<file path="src/rtl/rst_seq_ctrl.sv">
// Reset-sequence initiator: walks N_CH downstream reset FSMs in order, pulsing start_rst and
// waiting for done_rst with a per-attempt timeout and bounded retries.
module rst_seq_ctrl #(
  parameter int unsigned N_CH      = 3,
  parameter int unsigned TIMEOUT   = 8,
  parameter int unsigned MAX_RETRY = 1
) (
  input  logic                    clk,
  input  logic                    rst,
  input  logic                    req,
  input  logic [N_CH-1:0]         done_rst,
  output logic [N_CH-1:0]         start_rst,
  output logic                    busy,
  output logic                    ready,
  output logic                    fail,
  output logic [$clog2(N_CH)-1:0] fail_ch
);

  localparam int unsigned ChW  = $clog2(N_CH);
  localparam int unsigned TmrW = $clog2(TIMEOUT);
  localparam int unsigned RtyW = (MAX_RETRY > 0) ? $clog2(MAX_RETRY + 1) : 1;

  localparam logic [ChW-1:0]  LastCh  = ChW'(N_CH - 1);
  localparam logic [TmrW-1:0] TmrLast = TmrW'(TIMEOUT - 1);
  localparam logic [RtyW-1:0] RtyMax  = RtyW'(MAX_RETRY);

  typedef enum logic [2:0] {StIdle, StIssue, StWait, StDone, StFail} state_e;

  state_e          state_q, state_d;
  logic [ChW-1:0]  ch_q, ch_d;
  logic [RtyW-1:0] retry_q, retry_d;
  logic [TmrW-1:0] tmr_q, tmr_d;
  logic [N_CH-1:0] start_d;
  logic [ChW-1:0]  fail_ch_d;

  always_comb begin
    state_d = state_q;
    ch_d    = ch_q;
    retry_d = retry_q;
    tmr_d   = tmr_q;
    unique case (state_q)
      StIdle, StDone, StFail: begin
        if (req) begin
          state_d = StIssue;
          ch_d    = '0;
          retry_d = '0;
        end
      end
      StIssue: begin
        state_d = StWait;
        tmr_d   = '0;
      end
      StWait: begin
        // Completion is checked before the timeout so a done on the last wait cycle wins.
        if (done_rst[ch_q]) begin
          if (ch_q == LastCh) begin
            state_d = StDone;
          end else begin
            state_d = StIssue;
            ch_d    = ch_q + ChW'(1);
            retry_d = '0;
          end
        end else if (tmr_q == TmrLast) begin
          if (retry_q < RtyMax) begin
            state_d = StIssue;
            retry_d = retry_q + RtyW'(1);
          end else begin
            state_d = StFail;
          end
        end else begin
          tmr_d = tmr_q + TmrW'(1);
        end
      end
      default: state_d = StIdle;
    endcase
  end

  // Outputs are registered from next-state values so they line up with the state they describe.
  always_comb begin
    start_d = '0;
    if (state_d == StIssue) begin
      start_d[ch_d] = 1'b1;
    end
    fail_ch_d = (state_d == StFail) ? ch_d : '0;
  end

  always_ff @(posedge clk or posedge rst) begin
    if (rst) begin
      state_q   <= StIdle;
      ch_q      <= '0;
      retry_q   <= '0;
      tmr_q     <= '0;
      start_rst <= '0;
      busy      <= 1'b0;
      ready     <= 1'b0;
      fail      <= 1'b0;
      fail_ch   <= '0;
    end else begin
      state_q   <= state_d;
      ch_q      <= ch_d;
      retry_q   <= retry_d;
      tmr_q     <= tmr_d;
      start_rst <= start_d;
      busy      <= (state_d == StIssue) || (state_d == StWait);
      ready     <= (state_d == StDone);
      fail      <= (state_d == StFail);
      fail_ch   <= fail_ch_d;
    end
  end

endmodule
</file>
<file path="config.mk">
export PLATFORM = sky130hd
export DESIGN_NAME = rst_seq_ctrl
export DESIGN_NICKNAME = d
export VERILOG_FILES = /design/src/rtl/rst_seq_ctrl.sv
export SDC_FILE = /design/constraint.sdc
export NUM_CORES = 1
export LEC_CHECK = 0
export CELL_PAD_IN_SITES_DETAIL_PLACEMENT = 0
export CELL_PAD_IN_SITES_GLOBAL_PLACEMENT = 1
export CORE_ASPECT_RATIO = 1.5
export CORE_MARGIN = 2
export CORE_UTILIZATION = 38
export CTS_BUF_LIST = sky130_fd_sc_hd__clkbuf_4 sky130_fd_sc_hd__clkbuf_8
export DETAILED_ROUTE_END_ITERATION = 8
export GPL_TIMING_DRIVEN = 0
export MAX_ROUTING_LAYER = met4
export PLACE_DENSITY_LB_ADDON = 0.1
export REMOVE_ABC_BUFFERS = 1
export SLEW_MARGIN = 40
export SYNTH_ARGS = -nofsm -noshare
export SYNTH_HDL_FRONTEND = slang
export SYNTH_SLANG_ARGS = --single-unit
export TNS_END_PERCENT = 10
</file>
<file path="constraint.sdc">
create_clock -name clk -period 1.81 [get_ports clk]
set_clock_uncertainty 0.05 [all_clocks]
set_input_delay 0.543 -clock clk [delete_from_list [all_inputs] [get_ports clk]]
set_output_delay 0.543 -clock clk [all_outputs]
set_load 0.02 [all_outputs]
</file>
# Yosys cells after proc, flatten, opt, wreduce, memory -nomap -nowiden
# Index checks and enable logic that the tools add are counted.
# W data, S select, Z words.
[classes]
n_reduce_logical = 8
n_mux = 25
addsub = 3
n_lt_le_gt_ge = 4
n_eq_ne = 16
[ops]
columns = ["op", "count"]
rows = [
  ["$mux W3", 7],
  ["$eq A3 B2 Y1 const B", 4],
  ["$mux W2", 5],
  ["$eq A3 B3 Y1 const B", 3],
  ["$ne A3 B3 Y1 const B", 3],
  ["$pmux W3 S3", 1],
  ["$mux W1", 7],
  ["$eq A3 B1 Y1 const B", 2],
  ["$lt A2 B3 Y1 const B", 2],
  ["$ne A2 B2 Y1 const B", 3],
  ["$pmux W3 S2", 1],
  ["$reduce_and A5 Y1", 1],
  ["$pmux W2 S2", 1],
  ["$reduce_bool A2 Y1", 2],
  ["$add A3 B1 Y3 const B", 1],
  ["$logic_not A3 Y1", 1],
  ["$reduce_and A3 Y1", 1],
  ["$reduce_or A3 Y1", 1],
  ["$add A2 B1 Y2 const B", 1],
  ["$bmux W1 S2", 1],
  ["$demux W1 S2", 1],
  ["$eq A2 B2 Y1 const B", 1],
  ["$ge A2 B1 Y1 const B", 1],
  ["$pmux W1 S2", 1],
  ["4 further kinds", 4],
]
[totals]
reg_bits = 17
output_inout_bits = 8

# Longest topological paths before layout
# Gate-level depths: netlist of the first run.
[logic_depth]
ltp_word = 9
mapped_depth = 7
ltp_nobuf = 7

# Least setup slack after synthesis of the first run
# OpenSTA, ideal clock, no wires.
[synth_path]
kind = "register to register"
startpoint = "register tmr_q[0]"
endpoint = "register tmr_q[0]"
t_required_ns = 1.635
period_less_slack_ns = 1.723
setup_slack_ns = 0.087
arrival_time_ns = 1.548
setup_time_ns = 0.125
stages_incl_launch_ff = 7
cell_sequence = "dfrtp_1 ha_1 ha_1 a21oi_1 and3_1 o221ai_2 mux2_2"
[synth_via]
elab_chain_cells = 4
[synth_rtl]
columns = ["item", "line_no", "source"]
rows = [
  ["from (decl)", "32", "logic [TmrW-1:0] tmr_q, tmr_d;"],
  ["from (signal assigned)", "102", "tmr_q <= tmr_d;"],
  ["$add A3 B1 Y3", "71", "tmr_d = tmr_q + TmrW'(1);"],
  ["$mux W3", "63", "end else if (tmr_q == TmrLast) begin"],
  ["$mux W3", "55", "if (done_rst[ch_q]) begin"],
  ["$pmux W3 S2", "41", "unique case (state_q)"],
]
# Parallel ways exist; a longest one is shown, timed or not. The select of a mux whose other input is x is not followed.
# A chain may end at the register's enable or synchronous reset.

# Final worst setup path of the first run
[layout_path]
startpoint = "input port done_rst[1]"
endpoint = "register start_rst[1]"
[layout_rtl]
columns = ["item", "line_no", "source"]
rows = [
  ["from (decl)", "11", "input logic [N_CH-1:0] done_rst,"],
  ["$bmux W1 S2", "55", ""],
  ["$mux W1 (not written as such)", "55", ""],
  ["$mux W3", "55", ""],
  ["$pmux W3 S3", "41", ""],
  ["net state_d[1]", "29", "state_e state_q, state_d;"],
  ["$eq A3 B1 Y1", "81", "if (state_d == StIssue) begin"],
  ["$mux W3", "81", ""],
  ["net start_d[1]", "33", "logic [N_CH-1:0] start_d;"],
  ["to (signal assigned)", "103", "start_rst <= start_d;"],
  ["to (decl)", "12", "output logic [N_CH-1:0] start_rst,"],
]
# The timed path passes the listed nets, and every way through them passes these cells. The select of a mux whose other input is x is not followed.

==> impl_summary.txt, run 1 <==
----------------------------------------------------
[Min path]
  Beginning of the worst hold path ... tmr_q[1]$_DFFE_PP0P_
  Worst hold path depth ... 1
  Worst hold endpoint ... tmr_q[1]$_DFFE_PP0P_
  Tightest Hold Check Type ... reg -> reg

[Yosys]
  Cell area after technology mapping ... slightly below 900 µm²
  Number of flops mapped to enable cells by yosys ... 0
  Top area cells in the synthesized netlist ... sky130_fd_sc_hd__dfrtp_1, sky130_fd_sc_hd__ha_1, sky130_fd_sc_hd__mux2i_1, sky130_fd_sc_hd__inv_1, sky130_fd_sc_hd__and2_1
  Most instantiated cells after synthesis ... sky130_fd_sc_hd__dfrtp_1, sky130_fd_sc_hd__inv_1, sky130_fd_sc_hd__a21oi_1, sky130_fd_sc_hd__and2_1, sky130_fd_sc_hd__ha_1
  Proportion of synthesized flip-flops having asynchronous set or reset ... 1.00
  Largest area contributor in the synthesized netlist ... sky130_fd_sc_hd__dfrtp_1
  Register bit count reported by yosys ... 17
  Post-synthesis instance total ... 81
  Mean area per synthesized cell ... 10.9 µm²
  Most used flip-flop cell after synthesis ... sky130_fd_sc_hd__dfrtp_1
  Area share of the largest cell type after synthesis ... 0.481
  Cell with the most instances after synthesis ... sky130_fd_sc_hd__dfrtp_1
  Yosys warns ... 0
  Sequential element share of the synthesized area ... 0.481
  Count of unique library cells instantiated by Yosys ... 36

[Global routing]
  Largest net degree at the start of global routing ... 18
  Global-route wire length before repair ... 3260 µm
  Vias in the first global route ... 723
  Global route overflow ... 0
  Number of antenna violations at the first check in global routing ... 0
  Total global-route track usage ... 0.160

[Setup path]
  Critical path class ... in -> reg
  CP required ... 1.95 ns
  Crit path max fanout ... 5
  R2r endpoint ... start_rst[1]$_DFF_PP0_
  Crit end category ... flip-flop
  Critical R2R Launch ... ch_q[0]$_DFF_PP0_
  R2R depth ... 6
  Startpoint kind of the worst setup timing path ... input pin
  Worst-case register-to-register setup slack ... 0.02 ns
  Data arrival time of the worst path ... roughly 2 ns

[Route]
  Via density per instance ... 5.41
  Wire length per cell after detailed routing ... 15.5 µm
  Via count of the routed design ... 692
  Detailed-route DRC error count ... 0
  Detailed-router iteration count before antenna repair ... 4
  First DRT Iteration DRCs ... 13
  Final wirelength ... 1980 µm
  Count of nets left with antenna violations after detail routing ... 0

[Clocking]
  Number of buffers on the longest clock path ... 2
  Clock tree from TritonCTS ... built
  # H-tree levels ... 1
  Total CTS buffers ... 3
  Clock Sink Count ... 17
  CTS hold repair buffers ... 0
  Post-CTS clock slew at the launch and capture registers of the worst setup and hold paths ... roughly 0.090 ns
  Clock root cell ... sky130_fd_sc_hd__clkbuf_4
  Clock latency on the worst-skew pair ... 0.28 ns

[Floorplanning]
  Die X ... between 40 and 50 µm
  Std-Cell Rows ... 21
  Die Outline Area ... approximately 0.0027 mm²
  Y dimension of the die ... 63.1 µm
  Core area ... 0.00221 mm²
  Starting density of the core ... 0.401
  Count of pins on the block boundary ... 14

[Cells and area]
  Number of antenna diodes ... 0
  Fraction of final layout cells with drive strength greater than 1 ... 0.362
  Syn-to-layout area delta ... 38.3%
  Count of nets after finishing ... ~120

[Power and ir drop]
  Post-route total power ... 1.91 mW
  Leakage dissipation ... 0.587 nW
  Max rail drop VDD ... 0.883 mV
  Power per cell area ... ~1600 mW/mm²

[Timing]
  Final-report setup violation count ... 0
  Final Max Slew Viols ... 0
  Unrepaired setup endpoints after global routing ... true
  Minimum clock period ... 1.81 ns
  Tightest slew margin relative to the limit ... 0.594
  Highest attainable clock frequency ... 554 MHz
  Post-route fraction of the period consumed by the critical path ... 0.997
  Sum of negative setup slack ... 0 ns
  Worst-Margin Slew ... around 0.61 ns
  Final Hold Fails ... 0

[Place]
  Final estimated routing congestion in global placement ... 0.841
  Number of buffer cells added on primary ports ... 13
  Detailed Place HPWL ... about 1300 µm

[Job]
  Maximum capacitance violations ... 0

[Run status]
  Outcome ... completed

----------------------------------------------------
[metrics by stage]
step                      hold WS, ns  utilization  cell area (µm²)  setup WS, ns  cells
after global routing            0.510        0.554             1220       -0.0745    128
final                           0.473        0.554             1220       0.00494    128
after floorplan                 0.419            -              877        0.0869     80
after detailed placement        0.449        0.469             1040        -0.617    116
after global placement          0.444        0.469             1040        -0.602    116
after CTS                       0.474        0.508             1120      -0.00231    123
[kinds of logic after synthesis]
family / share of synthesized area
AOI/OAI and AO/OA: 0.187
adders and majority gates: 0.0566
buffers and inverters: 0.0467
DFF: 0.481
muxes: 0.0467
and+or+nand+nor: 0.182
[worst max-delay path by stage]
| stage | start | end | slack (ns) | depth (start not counted) |
|---|---|---|---|---|
| after detailed placement | done_rst[1] | tmr_q[0]$_DFFE_PP0P_ | -0.62 | 6 |
| after CTS | ch_q[0]$_DFF_PP0_ | start_rst[1]$_DFF_PP0_ | -0.002 | 7 |
| after floorplan | tmr_q[0]$_DFFE_PP0P_ | tmr_q[0]$_DFFE_PP0P_ | 0.09 | 6 |
| after global placement | done_rst[1] | tmr_q[0]$_DFFE_PP0P_ | -0.60 | 6 |
| after global routing | ch_q[0]$_DFF_PP0_ | start_rst[1]$_DFF_PP0_ | -0.07 | 6 |
| final | done_rst[1] | start_rst[1]$_DFF_PP0_ | 0.005 | 7 |
[final cells by class]
type / instances / area [µm²]
multi-input cells: 54 / 520
clock buffers: 4 / 30.0
fillers: 221 / 983
inverters: 9 / 33.8
flip-flops and latches: 17 / 428
repair buffers: 21 / 183
well taps: 23 / 28.8
[where the power goes]
part	leakage [nW]	internal, mW	switching (mW)	total [mW]
combinational	0.346	0.547	0.556	1.10
clock	0.0184	0.100	0.104	0.205
sequential	0.223	0.488	0.110	0.599
total	0.587	1.14	0.770	1.91
[critical path: stages]
cell and delay (ns):
sky130_fd_sc_hd__dlygate4sd2_1 0.25, sky130_fd_sc_hd__mux2i_2 0.24, sky130_fd_sc_hd__o21ai_2 0.11, sky130_fd_sc_hd__mux2i_2 0.17
sky130_fd_sc_hd__buf_4 0.15, sky130_fd_sc_hd__a21o_4 0.23, sky130_fd_sc_hd__nor4b_4 0.24
[state kept, by name, indices dropped and copies added, names as in the netlist]
name	count
fail_ch	2
ch_q	2
busy	1
retry_q	1
start_rst	3
ready	1
state_q	3
tmr_q	3
fail	1
[cell usage in the layout, fill, tap and decap left out, types with 2 or more instances in the layout]
master,n
sky130_fd_sc_hd__a211oi_2,2
sky130_fd_sc_hd__a21o_4,2
sky130_fd_sc_hd__a21oi_1,2
sky130_fd_sc_hd__and2_1,4
sky130_fd_sc_hd__buf_4,8
sky130_fd_sc_hd__clkbuf_4,4
sky130_fd_sc_hd__dfrtp_1,15
sky130_fd_sc_hd__dfrtp_2,2
sky130_fd_sc_hd__dlygate4sd2_1,10
sky130_fd_sc_hd__dlymetal6s2s_1,2
sky130_fd_sc_hd__ha_1,2
sky130_fd_sc_hd__ha_4,2
sky130_fd_sc_hd__inv_1,6
sky130_fd_sc_hd__inv_2,3
sky130_fd_sc_hd__mux2i_2,2
sky130_fd_sc_hd__nand2_1,3
sky130_fd_sc_hd__nor2b_1,3
sky130_fd_sc_hd__nor3_1,2
sky130_fd_sc_hd__o21ai_0,3
sky130_fd_sc_hd__o21ai_1,2
[what timing repair did]
action | in CTS | in global routing
setup buffers | 3 | 5
pin swaps | 5 | 6
setup endpoints to repair | 18 | 10
resized for setup | 22 | 12
[routing by layer]
metal	track usage	share of wire
met5	-	0
met4	0.0795	0.011
met3	0.00860	0.032
met2	0.248	0.53
met1	0.208	0.42
(Power assumes the default switching activity.)
==> run 2, diff against run 1 <==
--- a/config.mk
+++ b/config.mk
@@ -8,11 +8,11 @@
 export CELL_PAD_IN_SITES_DETAIL_PLACEMENT = 0
 export CELL_PAD_IN_SITES_GLOBAL_PLACEMENT = 1
 export CORE_ASPECT_RATIO = 1.5
-export CORE_MARGIN = 2
 export CORE_UTILIZATION = 38
 export CTS_BUF_LIST = sky130_fd_sc_hd__clkbuf_4 sky130_fd_sc_hd__clkbuf_8
 export DETAILED_ROUTE_END_ITERATION = 8
 export GPL_TIMING_DRIVEN = 0
+export HOLD_SLACK_MARGIN = 0.08
 export MAX_ROUTING_LAYER = met4
 export PLACE_DENSITY_LB_ADDON = 0.1
 export REMOVE_ABC_BUFFERS = 1
==> run 2 against run 1 <==
The flow now finishes with violations (setup timing); sequential share of layout area rose by 1.3 points; non-clock buffer count fell by 1; die area fell by 7.6%; maximum frequency fell by 3.7%; highest routed layer unchanged; largest cell class unchanged; worst hold slack improved by 0.018 ns; core utilization fell by 2.2 points; total power fell by 4.1%; flip-flop and latch count did not move; clock power fell by 2%; first-iteration DRC count did not move; cell area fell by 3.9%.
==> impl_summary.txt, run 2 (same netlist as run 1, synthesis figures left out) <==
----------------------------------------------------
[Place]
  Detailed Place HPWL ... 1300 µm (-1.9%)
  Placed Cells incl. Taps ... 116 (unchanged)
  Placement Cell Area ... 0.00104 mm² (unchanged)
  Final estimated routing congestion in global placement ... 0.767 (-8.8%)
  Number of buffer cells added on primary ports ... 13 (unchanged)

[Power and ir drop]
  Design internal power ... 1.10 mW (-3.5%)
  Switching share of total power ... 0.400 (-0.00398)
  Clk pwr share ... 0.110 (+0.003)
  Leakage dissipation ... 0.567 nW (-3.5%)
  Sequential cell fraction of total power ... 0.324 (+0.010)
  Max rail drop VDD ... 0.868 mV (-1.8%)
  Power per cell area ... 1550 mW/mm² (-0.26%)
  Net Switching ... 0.731 mW (-5.1%)
  Proportion of power drawn by combinational gates ... 0.566 (-0.012)

[Cells and area]
  Summed area of non-filler cells in the final layout ... 0.00118 mm² (-3.9%)
  Final cell count without fillers ... 127 (-0.78%)
  Number of antenna diodes ... 0 (unchanged)
  Count of nets after finishing ... 115 (-0.86%)
  Leading cell type in the layout, fill and taps excluded ... sky130_fd_sc_hd__dfrtp_1
  Syn-to-layout area delta ... 33.0%
  Leading cell types in the layout, fill and taps excluded ... sky130_fd_sc_hd__dfrtp_1, sky130_fd_sc_hd__dlygate4sd2_1, sky130_fd_sc_hd__inv_1
  Leading registers by flop count ... start_rst (3), state_q (3), tmr_q (3)
  Fraction of final layout cells with drive strength greater than 1 ... 0.308 (-0.0542)

[Setup path]
  Crit end category ... flip-flop
  Critical path class ... reg -> reg
  Startpoint kind of the worst setup timing path ... flip-flop
  Worst-case register-to-register setup slack ... -0.06 ns (-0.08 ns)
  CP required ... 1.93 ns (-0.02 ns)
  R2r endpoint ... tmr_q[0]$_DFFE_PP0P_
  Source of the critical timing path ... ch_q[0]$_DFF_PP0_
  Crit path max fanout ... 4 (-1)
  Critical R2R Launch ... ch_q[0]$_DFF_PP0_
  Data arrival time of the worst path ... 1.99 ns (+0.04 ns)
  R2R depth ... 6 (unchanged)
  Termination of the worst setup path ... tmr_q[0]$_DFFE_PP0P_

[Route]
  Count of nets left with antenna violations after detail routing ... 0 (unchanged)
  Via count of the routed design ... 697 (+0.72%)
  First DRT Iteration DRCs ... 13 (unchanged)
  Via density per instance ... 5.49 (+1.5%)
  Detailed-router iteration count before antenna repair ... 4 (unchanged)
  Final wirelength ... 1850 µm (-6.8%)
  Detailed-route DRC error count ... 0 (unchanged)
  Wire length per cell after detailed routing ... 14.6 µm (-6.1%)

[Timing]
  Unrepaired setup endpoints after global routing ... true
  Final Max Slew Viols ... 0 (unchanged)
  Final Hold Fails ... 0 (unchanged)
  Post-route fraction of the period consumed by the critical path ... 1.04 (+0.0385)
  Tightest slew margin relative to the limit ... 0.573 (-0.0219)
  Highest attainable clock frequency ... 533 MHz (-3.7%)
  Worst hold slack after final layout ... 0.491 ns (+0.0182 ns)
  Least setup slack across all paths after layout ... -0.0648 ns (-0.0697 ns)
  Worst-Margin Slew ... 0.640 ns (+0.0328 ns)
  Final-report setup violation count ... 6 (+6)
  Minimum clock period ... 1.87 ns (+0.0697 ns)

[Global routing]
  Vias in the first global route ... 682 (-5.7%)
  Global-route track usage on met1 ... 0.206 (-0.00275)
  Total global-route track usage ... 0.172 (+0.0124)
  Global-route wire length before repair ... 2780 µm (-15%)
  Global route overflow ... 0 (unchanged)
  GRT met2 Usage ... 0.277 (+0.0287)
  Number of antenna violations at the first check in global routing ... 0 (unchanged)
  Largest net degree at the start of global routing ... 18 (unchanged)
  Met3 usage ... 0.0108 (+0.00223)
  Most used routing layer ... met2

[Floorplanning]
  Starting density of the core ... 0.401 (unchanged)
  Std-Cell Rows ... 21 (unchanged)
  Count of pins on the block boundary ... 14 (unchanged)
  Die Outline Area ... 0.00253 mm² (-7.6%)
  Core area ... 0.00221 mm² (unchanged)
  Die X ... 41.4 µm (-4.6%)
  Y dimension of the die ... 61.1 µm (-3.2%)

[Clocking]
  Clock Sink Count ... 17 (unchanged)
  Post-CTS clock slew at the launch and capture registers of the worst setup and hold paths ... 0.09 ns (about the same)
  # H-tree levels ... 1 (unchanged)
  Total CTS buffers ... 3 (unchanged)
  Clock latency on the worst-skew pair ... 0.27 ns (about the same)
  Number of buffers on the longest clock path ... 2 (unchanged)
  Clock root cell ... sky130_fd_sc_hd__clkbuf_4
  Clock tree from TritonCTS ... built
  CTS hold repair buffers ... 0 (unchanged)

[Min path]
  Tightest Hold Check Type ... reg -> reg

[Job]
  Maximum capacitance violations ... 0 (unchanged)

[Run status]
  Violations in the final reports ... setup timing
  Outcome ... complete, but fails checks

----------------------------------------------------
## run 2: power groups by stage
stage | sequential (mW) | clock, mW | combinational [mW]
floorplan | 0.618 | 0 | 0.547
global placement | 0.590 | 0 | 0.807
detailed placement | 0.590 | 0 | 0.808
CTS | 0.589 | 0.217 | 0.958
global route | 0.609 | 0.232 | 1.11
finish | 0.593 | 0.201 | 1.03
## run 2: stage by stage
stage	setup slack [ns]	util	power, mW	TNS (ns)
2_1_floorplan	0.0869	-	1.17	0
3_3_place_gp	-0.602	0.469	1.40	-5.79
3_5_place_dp	-0.624	0.469	1.40	-5.77
4_1_cts	-0.00767	0.518	1.76	-0.00767
5_1_grt	-0.130	0.533	1.95	-0.879
6_report	-0.0648	0.533	1.83	-0.183
## run 2: critical path, cell delays in order, from the launching register on
cell                       delay [ns]
sky130_fd_sc_hd__dfrtp_1         0.42
sky130_fd_sc_hd__buf_4           0.15
sky130_fd_sc_hd__nand3b_1        0.19
sky130_fd_sc_hd__o21ai_2         0.11
sky130_fd_sc_hd__mux2i_2         0.37
sky130_fd_sc_hd__o221ai_4        0.18
sky130_fd_sc_hd__mux2_4          0.29
## run 2: worst min path at each step
stage | end | cells after the start | start
after global placement | tmr_q[1]$_DFFE_PP0P_ | 1 | tmr_q[1]$_DFFE_PP0P_
after floorplan | busy$_DFF_PP0_ | 1 | rst
after global routing | tmr_q[1]$_DFFE_PP0P_ | 1 | tmr_q[1]$_DFFE_PP0P_
after CTS | tmr_q[1]$_DFFE_PP0P_ | 1 | tmr_q[1]$_DFFE_PP0P_
after detailed placement | tmr_q[1]$_DFFE_PP0P_ | 1 | tmr_q[1]$_DFFE_PP0P_
final | tmr_q[1]$_DFFE_PP0P_ | 1 | tmr_q[1]$_DFFE_PP0P_
## run 2: repair_timing
action                     in CTS  in global routing
setup endpoints to repair      19                 11
buffers inserted                6                  1
gates resized for setup        22                  5
pin swaps                       3                  3
hold endpoints to repair        0                  0
cloned                          0                  0
## run 2: layer usage
metal | share of wire | vias to the layer above
met4 | 0.010 | 0
met5 | 0 | -
li1 | - | 339
met1 | 0.42 | 346
met3 | 0.022 | 2
met2 | 0.54 | 10
## run 2: final cells by class
class | instances | area (µm²)
Fill cell | 221 | 1030
Sequential cell | 17 | 427
Clock buffer | 4 | 30.0
Multi-Input combinational cell | 54 | 482
Tap cell | 23 | 28.8
Timing Repair Buffer | 20 | 175
Inverter | 9 | 33.8
